===== src/rtl/accumulator_requantizer.sv =====
// accumulator_requantizer: narrows unsigned accumulator results to activations.
//   out = saturate((in_data * scale) >> shift), two-stage valid/ready pipeline.
// Optional build macro REQUANT_ROUND_EN selects round-half-up before the shift;
// without it the shift truncates.
module accumulator_requantizer #(
    parameter int DATA_WIDTH  = 8,
    parameter int ACC_WIDTH   = 16,
    parameter int SCALE_WIDTH = 8,
    parameter int SHIFT_WIDTH = 4
) (
    input  logic                   clk,
    input  logic                   rst_n,
    input  logic                   in_valid,
    output logic                   in_ready,
    input  logic [ACC_WIDTH-1:0]   in_data,
    input  logic [SCALE_WIDTH-1:0] scale,
    input  logic [SHIFT_WIDTH-1:0] shift,
    output logic                   out_valid,
    input  logic                   out_ready,
    output logic [DATA_WIDTH-1:0]  out_data,
    output logic                   out_sat
);

    localparam int PW = ACC_WIDTH + SCALE_WIDTH;

    logic [PW-1:0]          s1_prod;
    logic [SHIFT_WIDTH-1:0] s1_shift;
    logic                   s1_valid;

    logic                   s2_free;
    logic                   s1_adv;
    logic                   accept;

    // One extra bit so the rounding increment can never wrap the product.
    logic [PW:0]            rnd_sum;
    logic [PW:0]            q;
    logic                   q_sat;
    logic [DATA_WIDTH-1:0]  q_clamped;

    assign s2_free  = !out_valid || out_ready;
    assign s1_adv   = s1_valid && s2_free;
    // Gated with rst_n so nothing is accepted while held in reset.
    assign in_ready = rst_n && (!s1_valid || s2_free);
    assign accept   = in_valid && in_ready;

    // Stage 1: capture the full-width product and this item's shift.
    always_ff @(posedge clk or negedge rst_n) begin
        if (!rst_n) begin
            s1_prod  <= '0;
            s1_shift <= '0;
            s1_valid <= 1'b0;
        end else begin
            if (accept) begin
                s1_prod  <= PW'(in_data) * PW'(scale);
                s1_shift <= shift;
            end
            if (accept)
                s1_valid <= 1'b1;
            else if (s1_adv)
                s1_valid <= 1'b0;
        end
    end

    // Shift (optionally rounded) and clamp to the activation range.
    always_comb begin
        rnd_sum = {1'b0, s1_prod};
`ifdef REQUANT_ROUND_EN
        if (s1_shift != '0)
            rnd_sum = {1'b0, s1_prod} + ((PW+1)'(1) << (s1_shift - 1'b1));
`endif
        q         = rnd_sum >> s1_shift;
        q_sat     = |q[PW:DATA_WIDTH];
        q_clamped = q_sat ? {DATA_WIDTH{1'b1}} : q[DATA_WIDTH-1:0];
    end

    // Stage 2: output registers; data only loads on an advance so it holds
    // during stalls and keeps its last value once the output goes idle.
    always_ff @(posedge clk or negedge rst_n) begin
        if (!rst_n) begin
            out_valid <= 1'b0;
            out_data  <= '0;
            out_sat   <= 1'b0;
        end else if (s2_free) begin
            out_valid <= s1_valid;
            if (s1_valid) begin
                out_data <= q_clamped;
                out_sat  <= q_sat;
            end
        end
    end

endmodule

===== config.mk =====
export PLATFORM = sky130hd
export DESIGN_NAME = accumulator_requantizer
export DESIGN_NICKNAME = d
export VERILOG_FILES = /design/src/rtl/accumulator_requantizer.sv
export SDC_FILE = /design/constraint.sdc
export NUM_CORES = 1
export LEC_CHECK = 0
export BUFFER_PORTS_ARGS = -buffer_cell sky130_fd_sc_hd__clkbuf_2
export CORE_ASPECT_RATIO = 0.8
export CORE_MARGIN = 3
export CORE_UTILIZATION = 63
export DETAILED_ROUTE_END_ITERATION = 6
export PLACE_DENSITY_LB_ADDON = 0.15
export SLEW_MARGIN = 20
export SYNTH_ARGS = -nofsm -noshare
export SYNTH_HDL_FRONTEND = slang
export SYNTH_SLANG_ARGS = --single-unit

===== constraint.sdc =====
create_clock -name clk -period 2.6 [get_ports clk]
set_input_delay 0.39 -clock clk [delete_from_list [all_inputs] [get_ports clk]]
set_output_delay 0.39 -clock clk [all_outputs]
set_load 0.01 [all_outputs]

======== Word level (Yosys, flattened, before mapping) ========
Index checks and enable logic that the tools add are counted.
operators by class
  multiplexer cells ....................... 3
  bitwise logic cells ..................... 0
  add/sub/neg operators ................... 0
  divide/modulo/power cells ............... 0
  eq/ne operators ......................... 0
  $lt $le $gt $ge ......................... 0
  reductions and logical operators ........ 10
  shifts and indexed selects .............. 1
  $mul .................................... 1
operators with widths
  kind                                            count
  24-bit by 4-bit right shift with 25-bit output  1
  16-bit by 8-bit multiplier with 24-bit output   1
  17-bit OR reduction                             1
  8-bit two-way mux                               1
  1-bit logical AND                               3
  1-bit logical NOT                               2
  1-bit logical OR                                2
  1-bit two-way mux                               2
  2-bit AND reduction                             1
  2-bit nonzero test                              1
word-level totals
  ROM bits ................................ 0
  input port bits ......................... 32
  bits in latches ......................... 0
  bits in registers ....................... 39
  word-level logic and storage cells ...... 21
  memory bits (writable) .................. 0
  memories ................................ 0

======== Depth between registers and ports, before layout ========
Gate-level depths: netlist of run 1.
  depth after elaboration ................. 6
  depth in mapped cells ................... 18
  depth with buffers taken out ............ 16

======== Worst setup path after synthesis of run 1 ========
OpenSTA, ideal clock, no wires.
  kind .................................... input -> register
  from .................................... in scale[5]
  to ...................................... reg s1_prod[22]
  stages on the path ...................... 18
  library setup time ...................... 0.124 ns
  path slack .............................. -1.844 ns
  required time ........................... 2.476 ns
  data arrival time ....................... 4.320 ns
  cells stage by stage .................... clkbuf_1 and2_1 fa_1 inv_1 fa_1 inv_1 fa_1 inv_1 fa_1 inv_1 ha_1 buf_4 a21oi_2 a31oi_1 o41ai_1 mux2i_1 a31o_1 a211o_1
between the ends
  longest elaborated chain between the ends .. 1
RTL lines
  element                                        line  source
  from (decl)                                    16    input logic [SCALE_WIDTH-1:0] scale,
  16-bit by 8-bit multiplier with 24-bit output  54    s1_prod <= PW'(in_data) * PW'(scale);
  to (signal assigned)                           54
  to (decl)                                      26    logic [PW-1:0] s1_prod;
Every way passes these cells.
A chain may end at the register's enable or synchronous reset.

======== Worst setup path after layout of run 1 ========
  from .................................... in scale[7]
  to ...................................... reg s1_prod[21]
Same word-level chain as after synthesis.

==> results.json, run 1 <==
{
  "gr-usage-all-layers_pct": 36.2,
  "ys.flop_type": "dfrtp_1",
  "synth_top_family_by_area": "adder cells",
  "p_clk_share_pct": 7.2,
  "synth_area_leaders": "fa_1, dfrtp_1, and2_1",
  "path_class": "primary input to flop",
  "totalWireLength_mm": 24.3,
  "place_area_um2": 7720,
  "cp.required_ns": 2.82,
  "yosysWarnings": 0,
  "clock-root-buffer": "clkbuf_16",
  "cts_tree": "yes",
  "grt_first_pass_wirelength_mm": 34.1,
  "grt_pass1_vias": 6875,
  "clk_latency_ns": 0.29,
  "die_area_um2": 11800,
  "synth_compound_area_share_pct": 12.9,
  "hpwl_mm": 13.5,
  "setup.worst_path.start_class": "primary input",
  "p_seq_share_pct": 11.1,
  "fmax_mhz": 229,
  "seq_area_frac_synth_pct": 14.8,
  "powerDensity_nw_per_um2": 1140,
  "num_io_pins": 43,
  "hold_class": "primary input to async pin",
  "slew_violations": 0,
  "htree_levels": 2,
  "synthesis.nets": 934,
  "multi_input_area_um2": 5700,
  "whs_ns": 0.278,
  "drt-initial-drc-count": 1067,
  "maxCapViolCount": 0,
  "synth-async-reset-ratio_pct": 100,
  "n_antenna_cell": 0,
  "end_kind": "flop",
  "gp_congestion": 0.920,
  "ir_drop_v": 0.00101,
  "first_pass_iters": 7,
  "switching_share_pct": 50.2,
  "finClkSkew_ns": 0.00577,
  "cts_buffers": 5,
  "finalPower_w": 0.0100,
  "synth_area_um2": 6600,
  "fp.dieW_um": 120,
  "via_per_inst": 6.61,
  "fin_nets": 1063,
  "overflow": 0,
  "syn_area_per_cell_um2": 8.53,
  "synth_area_leader_cell": "fa_1",
  "setup_viol": 20,
  "p_int_w": 0.00500,
  "relSlewSlack_pct": 53.7,
  "synth_top_area_share_pct": 25.5,
  "cp_max_fo": 5,
  "ant_nets": 0,
  "final_util_pct": 88.9,
  "synthDistinctLibCells": 65,
  "rows": 32,
  "finalHoldViolations": 0,
  "fin_ws_ns": -1.77,
  "grt_max_degree": 40,
  "clock_path_buffers": 2,
  "start_util_pct": 66.5,
  "post-route-period-util_pct": 168,
  "portBuffers": 42,
  "violations": "DRC, setup timing",
  "cts_sinks": 39,
  "drive_gt1_share_pct": 32.9,
  "fin_crit_ns": 4.37,
  "die_h_um": 97.6,
  "worst_slew_pin_slew_ns": 0.694,
  "core_area_um2": 9930,
  "synthToLayoutAreaGrowth_pct": 33.7,
  "synth-adder-area-share_pct": 33.8,
  "antenna_found_initial": 0,
  "muxShareOfSynthArea_pct": 5.16,
  "vias": 6878,
  "arrival_ns": 4.59,
  "fill_cells": 412,
  "synthesis.instances": 774,
  "combPwrFrac_pct": 81.7,
  "wl_per_cell_um": 23.3,
  "register_area_um2": 977,
  "route.detailed.drc": 3,
  "final_cell_mix": "nand2_1, inv_1, buf_4",
  "final_area_um2": 8820,
  "synth-edff-count": 0,
  "synth-xor-area-share_pct": 1.33,
  "rsz0062_at_grt": "yes",
  "final_common_cell": "nand2_1",
  "path_clk_slew_ns": 0.06,
  "power.switching_w": 0.00504,
  "ys_ff_latch": 39,
  "yosys.area_share.simple_pct": 23.3,
  "status": "complete, but fails checks",
  "p_leak_nw": 4.18
}
==> synth_stat cells (3+ instances only) <==
cell type / n
o22ai_1: 3
nand3_1: 12
nand2_1: 105
a221o_1: 3
and2_1: 105
xnor2_1: 4
dfrtp_1: 39
nand4_1: 8
a21oi_1: 32
buf_4: 3
a31oi_1: 14
mux2i_1: 19
buf_2: 6
inv_1: 102
a21oi_2: 3
or3_1: 4
and3_1: 7
nor2_1: 30
clkbuf_1: 17
nor2b_1: 3
nor3_1: 11
clkbuf_8: 3
ha_1: 44
a211oi_1: 5
fa_1: 84
o311ai_0: 3
a21o_1: 6
o21ai_0: 31
mux2_2: 6
nand2b_1: 10
o211ai_1: 3
mux4_2: 3
xor2_1: 6
==> cells by family (layout without fill, tap and decap cells) <==
family                   after synthesis  in the layout
XOR/XNOR                              10             10
flip-flops                            39             39
buffers and inverters                136            266
AND/OR/NAND/NOR                      303            303
multiplexers                          29             29
AO/OA/AOI/OAI                        129            129
adder cells (fa/ha/maj)              128            128
==> critical path: stages <==
cell and delay (ns):
clkbuf_16 0.13, and2_4 0.14, fa_1 0.55, inv_2 0.04, fa_1 0.51, inv_1 0.06
fa_1 0.58, inv_1 0.10, fa_1 0.50, inv_2 0.05, ha_4 0.29, buf_6 0.11
nand2_4 0.05, buf_6 0.13, a2111o_1 0.44, a2111o_1 0.44, nand3_1 0.08
==> registers in the layout, indices dropped and copies added (netlist names) <==
register   count
s1_shift       4
out_data       8
s1_valid       1
s1_prod       24
out_sat        1
out_valid      1
==> stage by stage <==
step / setup TNS [ns] / setup slack (ns) / std cells
after global routing: -27.68 / -1.80 / 1040
after global placement: -30.68 / -1.90 / 1012
after floorplan: -22.56 / -1.68 / 774
after CTS: -23.25 / -1.61 / 1032
after detailed placement: -32.81 / -2.01 / 1012
final: -26.35 / -1.77 / 1040
==> repair_timing <==
action / in CTS / in global routing
resized for setup: 118 / 62
pin swaps: 61 / 46
setup endpoints to repair: 20 / 29
hold buffers: 0 / 0
gates cloned: 2 / 2
buffers inserted: 11 / 8
hold endpoints to repair: 0 / 0
==> cell type report <==
type                    instances  share of cell area, %
multi-input cells             599                   64.5
repair buffers                156                   16.2
flip-flops and latches         39                   11.1
inverters                     102                   4.34
well taps                     136                   1.93
clock buffers                   5                   1.42
clock inverters                 3                  0.496
==> power by group through the flow <==
| stage | Combinational (W) | Sequential [W] | Clock, W |
|---|---|---|---|
| 6_report | 0.00820 | 0.00112 | 0.000718 |
| 5_1_grt | 0.00865 | 0.00112 | 0.000744 |
| 4_1_cts | 0.00668 | 0.00106 | 0.000707 |
| 3_5_place_dp | 0.00579 | 0.00106 | 0 |
| 3_3_place_gp | 0.00553 | 0.00105 | 0 |
| 2_1_floorplan | 0.00403 | 0.000956 | 0 |
==> routing by layer <==
metal / global-route usage [%] / wire length, um / vias up
li1: - / - / 2811
met5: 0 / 0 / -
met3: 6.52 / 2720 / 219
met4: 15.7 / 2130 / 0
met2: 61.7 / 11200 / 616
met1: 44.9 / 8200 / 3232
==> final timing paths <==
kind                                         startpoint                       to  slack [ns]  cells past startpoint
worst max-delay path                           scale[7]  s1_prod[21]$_DFFE_PN0P_       -1.77                     17
worst min-delay path                              rst_n  s1_prod[14]$_DFFE_PN0P_        0.28                      2
worst max register to register  s1_shift[1]$_DFFE_PN0P_  out_data[6]$_DFFE_PN0P_        0.14                      7
worst min register to register   s1_prod[1]$_DFFE_PN0P_   s1_prod[1]$_DFFE_PN0P_        0.50                      2
max in group asynchronous                         rst_n  s1_shift[1]$_DFFE_PN0P_        1.93                      2
min in group clk                               shift[1]  s1_shift[1]$_DFFE_PN0P_        0.30                      3
No activity file was read; power rests on OpenSTA's default activity.
==> run 2: changes to the inputs <==
- CORE_UTILIZATION: 63 -> 45
- clock period: 2.6 -> 4.2 ns (I/O delays scaled with it)
==> run 2 against run 1 <==
The flow finishes with violations (setup timing). Total power is 48% lower. Non-clock buffer count is 10 lower. Clock power is 39% lower. Wire length is 31% lower. Worst hold slack worse by 0.11 ns. Register-to-register slack better by 1.2 ns. Worst setup slack better by 1.6 ns. Largest cell class unchanged. Largest power group unchanged.
==> results.json, run 2 (synthesis gave the netlist of run 1 again) <==
{
  "status": "complete, but fails checks",
  "violations": "setup timing",
  "via_per_inst": 5.44,
  "grt_pass1_vias": 6041,
  "n_antenna_cell": 0,
  "clk_latency_ns": 0.29,
  "largest-register": "s1_prod",
  "path_clk_slew_ns": 0.06,
  "critical_path.max_stage_delay_ns": 0.50,
  "die_h_um": 114,
  "setup_viol": 10,
  "cts_buffers": 5,
  "maxCapViolCount": 0,
  "register_area_um2": 976,
  "drive_gt1_share_pct": 27.7,
  "multi_input_area_um2": 5400,
  "drt-initial-drc-count": 353,
  "power.switching_w": 0.00237,
  "grt_first_pass_wirelength_mm": 28.9,
  "slowest_stage": "fa_1",
  "gp_congestion": 0.911,
  "fp.dieW_um": 141,
  "fmax_mhz": 228,
  "cts_sinks": 39,
  "end_kind": "flop",
  "portBuffers": 42,
  "fin_crit_ns": 4.39,
  "rows": 38,
  "cp.required_ns": 4.42,
  "totalWireLength_mm": 16.7,
  "wl_per_cell_um": 15.5,
  "largest_registers": "s1_prod: 24 flops, out_data: 8 flops, s1_shift: 4 flops",
  "fin_ws_ns": -0.194,
  "gr-usage-all-layers_pct": 21.7,
  "vias": 5844,
  "final_cell_mix": "nand2_1, inv_1, buf_4",
  "start_util_pct": 47.4,
  "hold_class": "primary input to async pin",
  "setup.worst_path.start_class": "primary input",
  "p_clk_share_pct": 8.3,
  "ant_nets": 0,
  "worstPathCellList": "clkbuf_16, buf_6, and2_4, fa_1, fa_1, fa_1, inv_1, fa_1, inv_2, ha_4, o211ai_2, a21oi_2, o21ai_2, a2111o_1, a2111o_1, nand3_1",
  "finalHoldViolations": 0,
  "first_pass_iters": 4,
  "htree_levels": 2,
  "largest_reg_flops": 24,
  "clock_path_buffers": 2,
  "powerDensity_nw_per_um2": 623,
  "cts_tree": "yes",
  "combPwrFrac_pct": 78.6,
  "switching_share_pct": 45.2,
  "clock-root-buffer": "clkbuf_16",
  "die_area_um2": 16200,
  "grt_max_degree": 48,
  "overflow": 0,
  "crit_top_cell": "fa_1",
  "p_int_w": 0.00287,
  "place_ws_ns": -0.679,
  "final_common_cell": "nand2_1",
  "core_area_um2": 13900,
  "rsz0062_at_grt": "yes",
  "cp_max_fo": 5,
  "whs_ns": 0.167,
  "fill_cells": 1201,
  "slew_violations": 0,
  "worst_slew_pin_slew_ns": 1.06,
  "fin_nets": 1053,
  "p_seq_share_pct": 13.0,
  "post-route-period-util_pct": 105,
  "route.detailed.drc": 0,
  "p_leak_nw": 4.05,
  "finClkSkew_ns": 0.00243,
  "num_io_pins": 43,
  "relSlewSlack_pct": 29.6,
  "ir_drop_v": 0.000352,
  "arrival_ns": 4.62,
  "hpwl_mm": 13.1,
  "path_class": "primary input to flop",
  "synthToLayoutAreaGrowth_pct": 27.5,
  "antenna_found_initial": 0
}
==> run 2: cell count changes in the layout (fill, tap and decap cells not counted), sizes merged <==
cell    change
buf        -13
clkbuf      +3
==> run 2: layer usage <==
metal	GRT usage [%]	vias to the layer above	wire length, um
met1	31.0	2901	7840
met5	0	-	0
met3	2.63	17	725
li1	-	2787	-
met2	36.4	139	7930
met4	3.64	0	164
==> run 2: metrics by stage <==
| stage | total power [W] | util [%] | setup TNS (ns) | instance area, um2 | cells |
|---|---|---|---|---|---|
| detailed placement | 0.00413 | 54.7 | -7.32 | 7620 | 1051 |
| finish | 0.00525 | 60.4 | -0.950 | 8420 | 1074 |
| global placement | 0.00405 | 54.7 | -6.46 | 7620 | 1051 |
| CTS | 0.00500 | 59.2 | -1.01 | 8250 | 1068 |
| floorplan | 0.00296 | - | -1.12 | 6780 | 774 |
| global route | 0.00576 | 60.4 | -2.67 | 8420 | 1074 |
==> run 2: power by group through the flow <==
stage | combinational, W | clock [W] | sequential (W)
after floorplan | 0.00237 | 0 | 0.000592
after detailed placement | 0.00345 | 0 | 0.000683
after global routing | 0.00459 | 0.000463 | 0.000706
after global placement | 0.00337 | 0 | 0.000673
after CTS | 0.00388 | 0.000445 | 0.000679
final | 0.00413 | 0.000437 | 0.000684
==> run 2: cell type report <==
cell class | count | share of cell area (%)
Clock inverter | 3 | 0.520
Multi-Input combinational cell | 599 | 64.2
Clock buffer | 5 | 1.49
Sequential cell | 39 | 11.6
Timing Repair Buffer | 146 | 15.0
Tap cell | 180 | 2.68
Inverter | 102 | 4.55
==> run 2: worst max-delay path: cells and delay by family <==
kind            cells  cell delay, ns
fa+ha+maj           5            2.21
buf+inv             4            0.33
compound gates      5            1.23
simple gates        2            0.20
==> run 2: what timing repair did <==
action | CTS | global route
hold buffers | 0 | 0
endpoints found under the setup margin | 12 | 13
pin swaps | 34 | 27
resized for setup | 78 | 40
gates cloned | 2 | 1
buffers inserted | 7 | 5
==> run 2: path summary, 6_finish.rpt <==
| kind | startpoint | endpoint | slack, ns | cells after the start |
|---|---|---|---|---|
| setup / recovery | scale[7] | s1_prod[21]$_DFFE_PN0P_ | -0.19 | 16 |
| hold reg to reg | s1_prod[1]$_DFFE_PN0P_ | s1_prod[1]$_DFFE_PN0P_ | 0.48 | 2 |
| setup reg to reg | s1_shift[1]$_DFFE_PN0P_ | out_data[0]$_DFFE_PN0P_ | 1.34 | 6 |
| hold / removal | rst_n | s1_prod[23]$_DFFE_PN0P_ | 0.17 | 1 |
| min in group clk | s1_prod[1]$_DFFE_PN0P_ | s1_prod[1]$_DFFE_PN0P_ | 0.48 | 2 |
| max in group asynchronous | rst_n | s1_shift[1]$_DFFE_PN0P_ | 3.31 | 2 |
